### config.mk
export PLATFORM = sky130hd
export DESIGN_NAME = cla_bist
export DESIGN_NICKNAME = d
export VERILOG_FILES = /design/src/rtl/cla_pkg.sv /design/src/rtl/cla_exp_pipe.sv /design/src/rtl/cla_bist.sv
export SDC_FILE = /design/constraint.sdc
export NUM_CORES = 1
export LEC_CHECK = 0
export CAP_MARGIN = 40
export CELL_PAD_IN_SITES_DETAIL_PLACEMENT = 0
export CELL_PAD_IN_SITES_GLOBAL_PLACEMENT = 1
export CORE_MARGIN = 3
export CORE_UTILIZATION = 33
export DETAILED_ROUTE_END_ITERATION = 8
export PLACE_DENSITY_LB_ADDON = 0.1
export SKIP_CTS_REPAIR_TIMING = 1
export SLEW_MARGIN = 20
export SYNTH_ARGS = -nofsm -noshare
export SYNTH_HDL_FRONTEND = slang
export SYNTH_SLANG_ARGS = --single-unit
### constraint.sdc
create_clock -name clk -period 2.4 [get_ports clk]
set_clock_uncertainty 0.1 [all_clocks]
set_input_delay 0.48 -clock clk [delete_from_list [all_inputs] [get_ports clk]]
set_output_delay 0.48 -clock clk [all_outputs]
set_load 0.005 [all_outputs]
### src/rtl/cla_pkg.sv
// Shared types, widths and the golden adder function for the carry-lookahead adder family.
// Latency: n/a (declarations only).
// Backpressure: n/a.
package cla_pkg;

   typedef enum logic [1:0] {
      IDLE  = 2'd0,
      RUN   = 2'd1,
      DRAIN = 2'd2,
      DONE  = 2'd3
   } cla_state_e;

   // Default operand width and the matching {cin, b, a} vector-index width.
   localparam int CLA_N  = 3;
   localparam int CLA_VW = 2 * CLA_N + 1;

   // Full-width reference sum: never truncated, so the carry-out is kept.
   function automatic logic [CLA_N:0] golden_sum(
      input logic [CLA_N-1:0] a,
      input logic [CLA_N-1:0] b,
      input logic             cin
   );
      return {1'b0, a} + {1'b0, b} + {{CLA_N{1'b0}}, cin};
   endfunction

endpackage

### src/rtl/cla_exp_pipe.sv
// Delay line carrying {valid, payload} so expected results line up with the adder's latency.
// Latency: DEPTH cycles (DEPTH=0 is a combinational pass-through).
// Backpressure: none; one entry advances every cycle.
// Ports: clk, rst (sync, active-high, clears all valid bits), in_vld/in_dat -> out_vld/out_dat.
module cla_exp_pipe
   import cla_pkg::*;
#(
   parameter int DEPTH = 0,
   parameter int W     = CLA_VW + CLA_N + 1
) (
   input  logic         clk,
   input  logic         rst,
   input  logic         in_vld,
   input  logic [W-1:0] in_dat,
   output logic         out_vld,
   output logic [W-1:0] out_dat
);

   if (DEPTH == 0) begin : g_pass
      // No storage, so clock and reset are deliberately unused here.
      logic unused_clk_rst;
      assign unused_clk_rst = clk ^ rst;
      assign out_vld        = in_vld;
      assign out_dat        = in_dat;
   end else begin : g_pipe
      logic [DEPTH-1:0]        vld_q, vld_d;
      logic [DEPTH-1:0][W-1:0] dat_q, dat_d;

      always_comb begin
         vld_d    = vld_q;
         dat_d    = dat_q;
         vld_d[0] = in_vld;
         dat_d[0] = in_dat;
         for (int i = 1; i < DEPTH; i++) begin
            vld_d[i] = vld_q[i-1];
            dat_d[i] = dat_q[i-1];
         end
      end

      always_ff @(posedge clk) begin
         if (rst) begin
            vld_q <= '0;
            dat_q <= '0;
         end else begin
            vld_q <= vld_d;
            dat_q <= dat_d;
         end
      end

      assign out_vld = vld_q[DEPTH-1];
      assign out_dat = dat_q[DEPTH-1];
   end

endmodule

### src/rtl/cla_bist.sv
// Built-in self-test for one adder: sweeps every {cin,b,a} vector, checks S against a+b+cin.
// Latency: done rises 2^(2N+1)+LAT+1 edges after the edge that samples start.
// Backpressure: none; one vector per cycle, start is ignored while busy.
// Ports: clk, rst (sync, active-high), start; op_a/op_b/op_cin to the adder, dut_s back;
//        busy, done, pass, err_cnt, first_fail, first_fail_vld report the sweep outcome.
module cla_bist
   import cla_pkg::*;
#(
   parameter int N   = CLA_N,
   parameter int LAT = 0
) (
   input  logic           clk,
   input  logic           rst,
   input  logic           start,
   output logic [N-1:0]   op_a,
   output logic [N-1:0]   op_b,
   output logic           op_cin,
   input  logic [N:0]     dut_s,
   output logic           busy,
   output logic           done,
   output logic           pass,
   output logic [2*N+1:0] err_cnt,
   output logic [2*N:0]   first_fail,
   output logic           first_fail_vld
);

   localparam int VW = 2 * N + 1;       // vector index {cin, b, a}
   localparam int EW = 2 * N + 2;       // error counter, holds 2^VW without wrapping
   localparam int PW = VW + N + 1;      // delay-line payload {index, expected sum}
   localparam logic [VW-1:0] V_LAST     = '1;
   localparam logic [2:0]    DRAIN_LAST = (LAT > 0) ? 3'(LAT - 1) : 3'd0;

   cla_state_e    state_q, state_d;
   logic [VW-1:0] op_q, op_d;
   logic          op_vld_q, op_vld_d;
   logic [2:0]    drain_cnt_q, drain_cnt_d;
   logic [EW-1:0] err_cnt_q, err_cnt_d;
   logic [VW-1:0] first_fail_q, first_fail_d;
   logic          first_fail_vld_q, first_fail_vld_d;

   logic          last_on_op;
   logic [N:0]    exp_sum;
   logic          chk_vld;
   logic [PW-1:0] chk_dat;
   logic [VW-1:0] chk_idx;
   logic [N:0]    chk_exp;
   logic          mismatch;

   // The final vector is on the adder inputs this cycle.
   assign last_on_op = op_vld_q && (op_q == V_LAST);

   assign exp_sum = (N+1)'(op_q[N-1:0]) + (N+1)'(op_q[2*N-1:N]) + (N+1)'(op_q[VW-1]);

   cla_exp_pipe #(
      .DEPTH (LAT),
      .W     (PW)
   ) u_exp_pipe (
      .clk     (clk),
      .rst     (rst),
      .in_vld  (op_vld_q),
      .in_dat  ({op_q, exp_sum}),
      .out_vld (chk_vld),
      .out_dat (chk_dat)
   );

   assign chk_idx  = chk_dat[PW-1:N+1];
   assign chk_exp  = chk_dat[N:0];
   assign mismatch = chk_vld && (dut_s != chk_exp);

   // State register
   always_ff @(posedge clk) begin
      if (rst) begin
         state_q          <= IDLE;
         op_q             <= '0;
         op_vld_q         <= 1'b0;
         drain_cnt_q      <= '0;
         err_cnt_q        <= '0;
         first_fail_q     <= '0;
         first_fail_vld_q <= 1'b0;
      end else begin
         state_q          <= state_d;
         op_q             <= op_d;
         op_vld_q         <= op_vld_d;
         drain_cnt_q      <= drain_cnt_d;
         err_cnt_q        <= err_cnt_d;
         first_fail_q     <= first_fail_d;
         first_fail_vld_q <= first_fail_vld_d;
      end
   end

   // Next-state logic
   always_comb begin
      state_d = state_q;
      case (state_q)
         IDLE, DONE: if (start) state_d = RUN;
         RUN:        if (last_on_op) state_d = (LAT == 0) ? DONE : DRAIN;
         DRAIN:      if (drain_cnt_q == DRAIN_LAST) state_d = DONE;
         default:    state_d = IDLE;
      endcase
   end

   // Vector generation and result checking
   always_comb begin
      op_d             = op_q;
      op_vld_d         = 1'b0;
      drain_cnt_d      = '0;
      err_cnt_d        = err_cnt_q;
      first_fail_d     = first_fail_q;
      first_fail_vld_d = first_fail_vld_q;

      case (state_q)
         IDLE: op_d = '0;
         RUN: begin
            // The first RUN cycle has nothing valid on op_q yet, so it issues vector 0;
            // afterwards each cycle issues the successor of the vector on the inputs.
            if (!last_on_op) begin
               op_vld_d = 1'b1;
               op_d     = op_vld_q ? op_q + VW'(1) : '0;
            end
         end
         DRAIN:   drain_cnt_d = drain_cnt_q + 3'd1;
         default: ;
      endcase

      if (mismatch) begin
         err_cnt_d = err_cnt_q + EW'(1);
         if (!first_fail_vld_q) begin
            first_fail_d     = chk_idx;
            first_fail_vld_d = 1'b1;
         end
      end

      // A new sweep clears the previous result; the delay line is empty in IDLE/DONE.
      if (((state_q == IDLE) || (state_q == DONE)) && start) begin
         err_cnt_d        = '0;
         first_fail_d     = '0;
         first_fail_vld_d = 1'b0;
      end
   end

   // Outputs
   always_comb begin
      op_a           = op_q[N-1:0];
      op_b           = op_q[2*N-1:N];
      op_cin         = op_q[VW-1];
      busy           = (state_q == RUN) || (state_q == DRAIN);
      done           = (state_q == DONE);
      pass           = done && (err_cnt_q == '0);
      err_cnt        = err_cnt_q;
      first_fail     = first_fail_q;
      first_fail_vld = first_fail_vld_q;
   end

endmodule
==> impl_metrics.yaml, run 1 <==
timing:
  period_needed_ns: 2.53
  final.setup.tns_ns: -1.02
  tightest_slew_ns: 0.364
  slew_viol_final: 0
  fmax_ghz: 0.395
  hold_violations: 0
  setup_ws_ns: -0.129
  setup_viol: 12
  rsz0062_at_grt: "true"
  slew_headroom_pct: 75.5
  min_period_over_period_pct: 105
drt:
  drt_iter0_drc: 49
  post-route-drc-count: 0
  vias: 1353
  drt-vias-per-instance: 4.94
  drt_pass1_iterations: 4
  ant_nets: 0
  wl_per_cell_um: 12.6
  wirelength_um: 3470
synthesis:
  synth_nets: 190
  syn_avg_cell_area_sq_um: 8.85
  ys_types: 39
  yosysSeqAreaShare_pct: 38.6
  synth_warnings: 0
  netlist_area_sq_um: 1500
  synth_cells: 170
  ys_ff_latch: 29
setup_path:
  rrSetupSlack_ns: -0.13
  cp_max_fo: 7
  path_class: "register to register"
  arrival_ns: 2.63
  regToRegStartpoint: "op_q[0]"
  reg2reg_to: "first_fail[5]"
  r2r_cells: 10
  crit_path_start_kind: "register"
  critPathRequiredTime_ns: 2.50
  end_kind: "register"
flow_run:
  drv_cap: 0
placed_design:
  dp_hpwl_um: 2700
  place.gp.congestion: 0.852
  place_area_sq_um: 1980
  port_buffers: 32
layout:
  fin_util_pct: 51.5
  drive_gt1_share_pct: 23.2
  diodes: 0
  layout_commonest_cell: "clkdlybuf4s50_1"
  layout_common_cells: "31 x clkdlybuf4s50_1, 26 x dfxtp_1, 19 x buf_4, 15 x nor2_1, 13 x inv_1"
  fin_nets: 244
  stdcell_area_sq_um: 2160
  synthToLayoutAreaGrowth_pct: 43.8
clocking:
  clk_path_buf_depth: 2
  cts_tree: "built"
  ctsHtreeMaxLevel: 2
  cts_root_buf: "clkbuf_8"
  cts_made_buffers: 5
  cts_sinks: 29
  cts.clk_slew.worst_paths_ns: 0.06
  clk_latency_ns: 0.27
outcome:
  violations: "setup timing"
  outcome: "finished with violations"
global_route:
  grt_pass1_wl_um: 5710
  grt_max_degree: 15
  overflow: 0
  grt_pass1_vias: 1237
  grtUsageTotal_pct: 13.6
  antenna_found_initial: 0
floorplanning:
  pin_count: 33
  die_h_um: 73.5
  die_w_um: 73.5
  row_count: 23
  die_area_sq_um: 5400
  core_sq_um: 4200
  initial_core_util_pct: 35.8
hold_path:
  hold_class: "register to register"
  min_from: "first_fail[2]"
  hold-path-endpoint: "first_fail[2]"
  min_path_cells: 2
power:
  clkPwrFrac_pct: 29.3
  seq_power_share_pct: 40.3
  combPwrFrac_pct: 30.4
  internal-power_uw: 917
  power_leakage_uw: 0.000829
  peakVddDrop_v: 0.000434
  p_sw_uw: 436
  p_sw_share_pct: 32.2
  powerDensity_nw_per_um2: 626
[worst max-delay path by stage]
stage          depth (start not counted)     from       endpoint
5_1_grt                                9  op_q[0]     err_cnt[7]
3_3_place_gp                           9  op_q[6]     err_cnt[7]
3_5_place_dp                           9  op_q[6]     err_cnt[7]
2_1_floorplan                          9  op_q[6]  first_fail[0]
6_report                              10  op_q[0]  first_fail[5]
4_1_cts                                9  op_q[6]     err_cnt[7]
[worst max-delay path, cell delays in order, from the launching register on]
cell and delay [ns]:
dfxtp_2 0.33, inv_2 0.05, fa_2 0.41, fa_2 0.55, xor2_1 0.17, nand3_2 0.13
buf_6 0.14, o211ai_1 0.21, buf_4 0.21, nand3_1 0.08, o21ai_0 0.07
[layout make-up]
type	instances	area, sq um
Fill cell	386	2040
Inverter	16	60.1
Clock buffer	7	86.3
Timing Repair Buffer	52	477
Sequential cell	29	587
Tap cell	50	62.6
Multi-Input combinational cell	120	891
[synth_stat cells, drive strengths merged]
cell type / number / area, sq um
nand3: 15 / 75.1
dlygate4sd1: 1 / 8.76
ha: 11 / 138
a21oi: 13 / 76.3
or4: 2 / 15.0
nor3: 1 / 5.00
a22oi: 1 / 7.51
o21a: 1 / 7.51
nand2: 9 / 33.8
nand4: 2 / 12.5
mux2i: 2 / 20.0
nand2b: 3 / 26.3
or3: 4 / 27.5
and3: 3 / 18.8
xnor2: 4 / 35.0
o21ai: 11 / 58.8
a221oi: 1 / 8.76
xor2: 4 / 42.6
buf: 3 / 23.8
nor4: 1 / 6.26
dfxtp: 29 / 581
a21o: 1 / 8.76
clkbuf: 1 / 3.75
inv: 16 / 60.1
o211ai: 3 / 22.5
a311oi: 2 / 17.5
fa: 2 / 40.0
a41oi: 1 / 8.76
a31oi: 1 / 6.26
and2: 1 / 7.51
nor2: 15 / 56.3
o31ai: 6 / 45.0
[metal layers]
layer,vias up,GRT usage [%],wire length [um]
met5,-,0,0
met4,0,3.62,32
met3,4,4.10,138
met2,28,21.0,1600
met1,614,18.4,1700
li1,707,-,-
[power groups by stage]
stage	Clock, uW	Combinational (uW)	Sequential [uW]
finish	396	412	545
floorplan	0	248	548
global placement	0	377	551
detailed placement	0	382	555
CTS	411	385	544
global route	428	457	550
[logic make-up after synthesis]
kind of cell    after synthesis  synth area share, %
simple gates                 56                 18.9
compound gates               41                 17.8
mux                           2                 1.33
flops                        29                 38.6
xor+xnor                      8                 5.16
fa+ha+maj                    13                 11.8
buf+inv                      21                 6.41
[state kept, by name, indices dropped and copies added, names as in the netlist]
| name | count |
|---|---|
| drain_cnt_q | 3 |
| first_fail_vld | 1 |
| op_q | 7 |
| op_vld_q | 1 |
| err_cnt | 8 |
| first_fail | 7 |
| state_q | 2 |
[through the flow]
stage / std cells / setup WS [ns] / hold slack (ns) / power, uW
2_1_floorplan: 170 / -0.0263 / 0.317 / 795
3_3_place_gp: 263 / -0.0646 / 0.327 / 928
3_5_place_dp: 263 / -0.139 / 0.348 / 936
4_1_cts: 270 / -0.155 / 0.358 / 1340
5_1_grt: 274 / -0.223 / 0.375 / 1440
6_report: 274 / -0.129 / 0.354 / 1350
Note: power is estimated with default switching activity, not from simulation.
==> inputs of run 2 (changes only) <==
Settings changed: CORE_MARGIN 3 to 2.
==> run 2 against run 1 <==
Compared with the run above:
- the flow still finishes with violations (setup timing)
- final cell count is 0.73% higher
- worst setup slack worse by 0.0041 ns
- first-iteration DRC count is 10% lower
- clock power is 11% higher
- design area is 1.6% higher
- sequential power hardly changed
- sequential cell count stayed put
- die area is 5.4% lower
- utilization is 1.4 points lower
- global-route usage is 2.6 points higher
- via count is 1.3% higher
- critical path type unchanged
- largest cell class unchanged
- largest power group unchanged
==> impl_metrics.yaml, run 2 (synthesized netlist as in run 1, its figures left out) <==
drt:
  wirelength_um: 3930
  drt-vias-per-instance: 4.97
  wl_met3_um: 134
  vias: 1371
  met1_length_um: 1820
  drt_pass1_iterations: 4
  route.met2.wl_um: 1950
  post-route-drc-count: 0
  ant_nets: 0
  routed.top_layer: "met4"
  wl_per_cell_um: 14.2
  drt_iter0_drc: 44
clocking:
  ctsHtreeMaxLevel: 2
  cts_made_buffers: 5
  cts_root_buf: "clkbuf_8"
  clk_path_buf_depth: 2
  cts_sinks: 29
  cts.clk_slew.worst_paths_ns: 0.06
  cts_tree: "built"
  clk_latency_ns: 0.27
timing:
  hold_violations: 0
  fmax_ghz: 0.395
  hold_ws_ns: 0.356
  period_needed_ns: 2.53
  rsz0062_at_grt: "true"
  slew_viol_final: 0
  min_period_over_period_pct: 106
  tightest_slew_ns: 0.532
  slew_headroom_pct: 64.6
  setup_ws_ns: -0.133
  setup_viol: 13
setup_path:
  end_kind: "register"
  crit_top_cell: "fa_2"
  cp_top_family: "adder cells"
  crit_path_cell_trace: "inv_2 -> fa_2 -> fa_2 -> xor2_2 -> nand3_2 -> buf_6 -> o211ai_1 -> buf_4 -> nand3_1 -> o31ai_1"
  path_class: "register to register"
  slowest_delay_ns: 0.55
  crit_path_top_delay_cell: "fa_2"
  arrival_ns: 2.62
  critPathRequiredTime_ns: 2.48
  crit_buf_inv: 3
  crit_path_start_kind: "register"
  cp_max_fo: 7
placed_design:
  place.gp.congestion: 0.762
  dp_cells: 263
  dp_hpwl_um: 2850
  port_buffers: 32
  place_area_sq_um: 1970
global_route:
  antenna_found_initial: 0
  overflow: 0
  grt_pass1_wl_um: 6470
  grtUsageTotal_pct: 16.2
  grt_max_degree: 15
  grt_pass1_vias: 1377
power:
  powerDensity_nw_per_um2: 642
  power_leakage_uw: 0.000843
  peakVddDrop_v: 0.000257
  power_uw: 1410
layout:
  seq_area_sq_um: 587
  layout_commonest_cell: "clkdlybuf4s50_1"
  filler_cell_count: 420
  multi_input_area_sq_um: 925
  stdcell_area_sq_um: 2200
  drive_gt1_share_pct: 24.6
  diodes: 0
  synthToLayoutAreaGrowth_pct: 46.1
  layout_common_cells: "31 x clkdlybuf4s50_1, 26 x dfxtp_1, 16 x buf_4, 15 x nor2_1, 13 x inv_1"
  finalNonFillerCells: 276
  largest_reg_flops: 8
  fin_nets: 243
floorplanning:
  row_count: 24
  core_sq_um: 4380
  die_h_um: 71.5
  initial_core_util_pct: 34.3
  die_w_um: 71.5
  pin_count: 33
  die_area_sq_um: 5110
hold_path:
  hold_class: "register to register"
outcome:
  violations: "setup timing"
  outcome: "finished with violations"
flow_run:
  drv_cap: 0
==> run 2: final timing paths <==
check / startpoint / to / slack [ns] / cells past startpoint
min reg2reg: drain_cnt_q[0] / drain_cnt_q[0] / 0.36 / 1
max: op_q[6] / first_fail[0] / -0.13 / 10
max reg2reg: op_q[6] / first_fail[0] / -0.13 / 10
min: drain_cnt_q[0] / drain_cnt_q[0] / 0.36 / 1
==> run 2: metal layers <==
layer / track usage [%] / vias to the layer above
met5: 0 / -
met4: 4.40 / 0
met3: 4.36 / 2
met2: 27.4 / 30
met1: 20.3 / 640
li1: - / 699
==> run 2: layout make-up <==
cell class,instances,area share (%)
inverters,16,2.73
clock inverters,1,0.228
repair buffers,50,20.9
clock buffers,7,4.38
flip-flops and latches,29,26.7
multi-input cells,121,42.1
well taps,52,2.96
==> run 2: report_power, final <==
part / switching [uW] / internal, uW / leakage [uW]
Clock: 181 / 259 / 0.0000542
Sequential: 36.5 / 512 / 0.000236
Combinational: 245 / 177 / 0.000552
Total: 463 / 947 / 0.000843
==> run 2: worst reg2reg max path, stage by stage (launching register included) <==
cell and delay (ns):
dfxtp_2 0.34, inv_2 0.05, fa_2 0.40, fa_2 0.55, xor2_2 0.15, nand3_2 0.11, buf_6 0.13, o211ai_1 0.24
buf_4 0.22, nand3_1 0.09, o31ai_1 0.07
==> run 2: stage by stage <==
stage                     TNS (ns)  setup slack [ns]  util (%)
after floorplan             -0.131           -0.0263         -
after CTS                    -1.50            -0.148      47.2
after global routing         -2.70            -0.256      50.1
after global placement      -0.203           -0.0579      44.9
final                        -1.17            -0.133      50.1
after detailed placement     -1.02            -0.126      44.9
==> inputs of run 3 (changes only) <==
Settings changed: ABC_AREA from default to 1, CAP_MARGIN 40 to default.
==> run 3 against run 2 <==
Compared with the run above:
- the flow now finishes without violations
- maximum frequency grew 12%
- die area up 12%
- sequential power is 2% lower
- register-to-register slack better by 0.28 ns
- sequential share of layout area shrank 1.3 points
- global-route usage fell by 1.6 points
- total power is 8.9% lower
- worst hold slack worse by 0.0096 ns
- utilization shrank 4.2 points
- highest routed layer unchanged
==> impl_metrics.yaml, run 3 <==
synthesis:
  synth_cells: 238
  synth_xor_area_share_pct: 4.14
  ys_ff_latch: 29
  synth-adder-area-share_pct: 10.5
  yosys.area_share.simple_pct: 30.7
  synthMuxAreaShare_pct: 0
  synth_area_leaders: "dfxtp_1 34%, nand2_1 11%, inv_1 9.8%"
  netlist_area_sq_um: 1690
  synth-compound-area-share_pct: 8.28
  async_reset_ff_share_pct: 0
  ys_types: 25
  synth_edf_count: 0
  synth_warnings: 0
  synth.most_common_cell: "nand2_1"
  synth_ff_type: "dfxtp_1"
  yosysSeqAreaShare_pct: 34.3
  synth_top_cell_area_share_pct: 34.3
  synth_top_family_by_area: "simple AND/OR/NAND/NOR gates"
  ys_top_cells_by_count: "49 x nand2_1, 44 x inv_1, 29 x dfxtp_1, 23 x nor2_1, 19 x nand3_1"
  synth_nets: 258
  syn_avg_cell_area_sq_um: 7.11
  yosysTopAreaCell: "dfxtp_1"
global_route:
  grt_pass1_wl_um: 6280
  overflow: 0
  grt_pass1_vias: 1405
  grt_max_degree: 20
  antenna_found_initial: 0
  grtUsageTotal_pct: 14.6
drt:
  wirelength_um: 3840
  post-route-drc-count: 0
  ant_nets: 0
  wl_per_cell_um: 10.7
  drt-vias-per-instance: 4.34
  drt_iter0_drc: 47
  vias: 1562
  drt_pass1_iterations: 4
timing:
  fmax_ghz: 0.441
  tightest_slew_ns: 0.313
  setup_viol: 0
  slew_headroom_pct: 79.1
  hold_violations: 0
  min_period_over_period_pct: 94.6
  rsz0062_at_grt: "true"
  slew_viol_final: 0
  hold_ws_ns: 0.346
  period_needed_ns: 2.27
setup_path:
  cp_top_family: "buffers and inverters"
  crit_buf_inv: 1
  cp_max_fo: 4
  end_kind: "output pin"
  arrival_ns: 1.69
  crit_path_start_kind: "register"
  slowest_delay_ns: 0.54
  crit_path_cell_trace: "ha_1 -> nand3_1 -> nor4_1 -> clkdlybuf4s50_1"
  crit_path_top_delay_cell: "clkdlybuf4s50_1"
  path_class: "register to output pin"
  critPathRequiredTime_ns: 1.82
placed_design:
  port_buffers: 32
  dp_hpwl_um: 2890
  place.gp.congestion: 0.805
  place_area_sq_um: 2170
  dp_cells: 349
floorplanning:
  pin_count: 33
  row_count: 26
  initial_core_util_pct: 33.8
  die_area_sq_um: 5710
  die_w_um: 75.6
  die_h_um: 75.6
  core_sq_um: 5010
power:
  peakVddDrop_v: 0.000350
  powerDensity_nw_per_um2: 559
  power_leakage_uw: 0.000972
hold_path:
  hold_class: "register to register"
layout:
  layout_commonest_cell: "nand2_1"
  finalNonFillerCells: 360
  fin_nets: 309
  filler_cell_count: 551
  layout_common_cells: "49 x nand2_1, 41 x inv_1, 32 x clkdlybuf4s50_1, 26 x dfxtp_1, 23 x nor2_1"
  synthToLayoutAreaGrowth_pct: 36.0
  largest_reg_flops: 8
  stdcell_area_sq_um: 2300
  diodes: 0
  drive_gt1_share_pct: 14.1
clocking:
  clk_path_buf_depth: 2
  ctsHtreeMaxLevel: 2
  cts_sinks: 29
  cts_made_buffers: 5
  cts_root_buf: "clkbuf_8"
  cts_tree: "built"
  clk_latency_ns: 0.28
  cts.clk_slew.worst_paths_ns: 0.06
outcome:
  outcome: "finished, final reports clean"
flow_run:
  drv_cap: 0
## run 3: final cells by class
cell class	instances	area [sq um]	share of cell area (%)
clock buffers	6	72.6	3.15
clock inverters	2	10.0	0.435
inverters	46	173	7.50
multi-input cells	160	933	40.6
flip-flops and latches	29	584	25.4
well taps	70	87.6	3.81
repair buffers	47	440	19.1
## run 3: logic make-up (layout without fill, tap and decap cells)
logic type               Yosys count  in the layout
AND/OR/NAND/NOR                  113            114
buffers and inverters             50            101
flip-flops                        29             29
AO/OA/AOI/OAI                     25             25
adder cells (fa/ha/maj)           13             13
XOR/XNOR                           8              8
## run 3: stage by stage
stage,util [%],TNS (ns),power (uW),worst slack [ns]
2_1_floorplan,-,0,768,0.0605
3_3_place_gp,43.2,0,905,0.0340
3_5_place_dp,43.2,-0.00998,902,-0.00619
4_1_cts,44.9,-0.0572,1300,-0.0380
5_1_grt,45.9,-0.0341,1380,-0.0191
6_report,45.9,0,1290,0.131
## run 3: power breakdown
group	leakage (uW)	switching (uW)	internal [uW]	total [uW]
clock	0.0000450	187	200	388
combinational	0.000691	205	156	361
sequential	0.000237	21.8	515	537
## run 3: routing by layer
metal / vias to the layer above / wire length [um] / track usage (%)
li1: 853 / - / -
met4: 0 / 38 / 5.26
met5: - / 0 / 0
met2: 34 / 1760 / 23.8
met1: 669 / 1850 / 18.9
met3: 6 / 186 / 3.44
## run 3: worst paths after layout
check                           depth (start not counted)           start              to  slack [ns]
worst max-delay path                                    4      state_q[1]            pass        0.13
worst min-delay path                                    1  drain_cnt_q[0]  drain_cnt_q[0]        0.35
worst max register to register                         11         op_q[3]   first_fail[6]        0.15
worst min register to register                          1  drain_cnt_q[0]  drain_cnt_q[0]        0.35
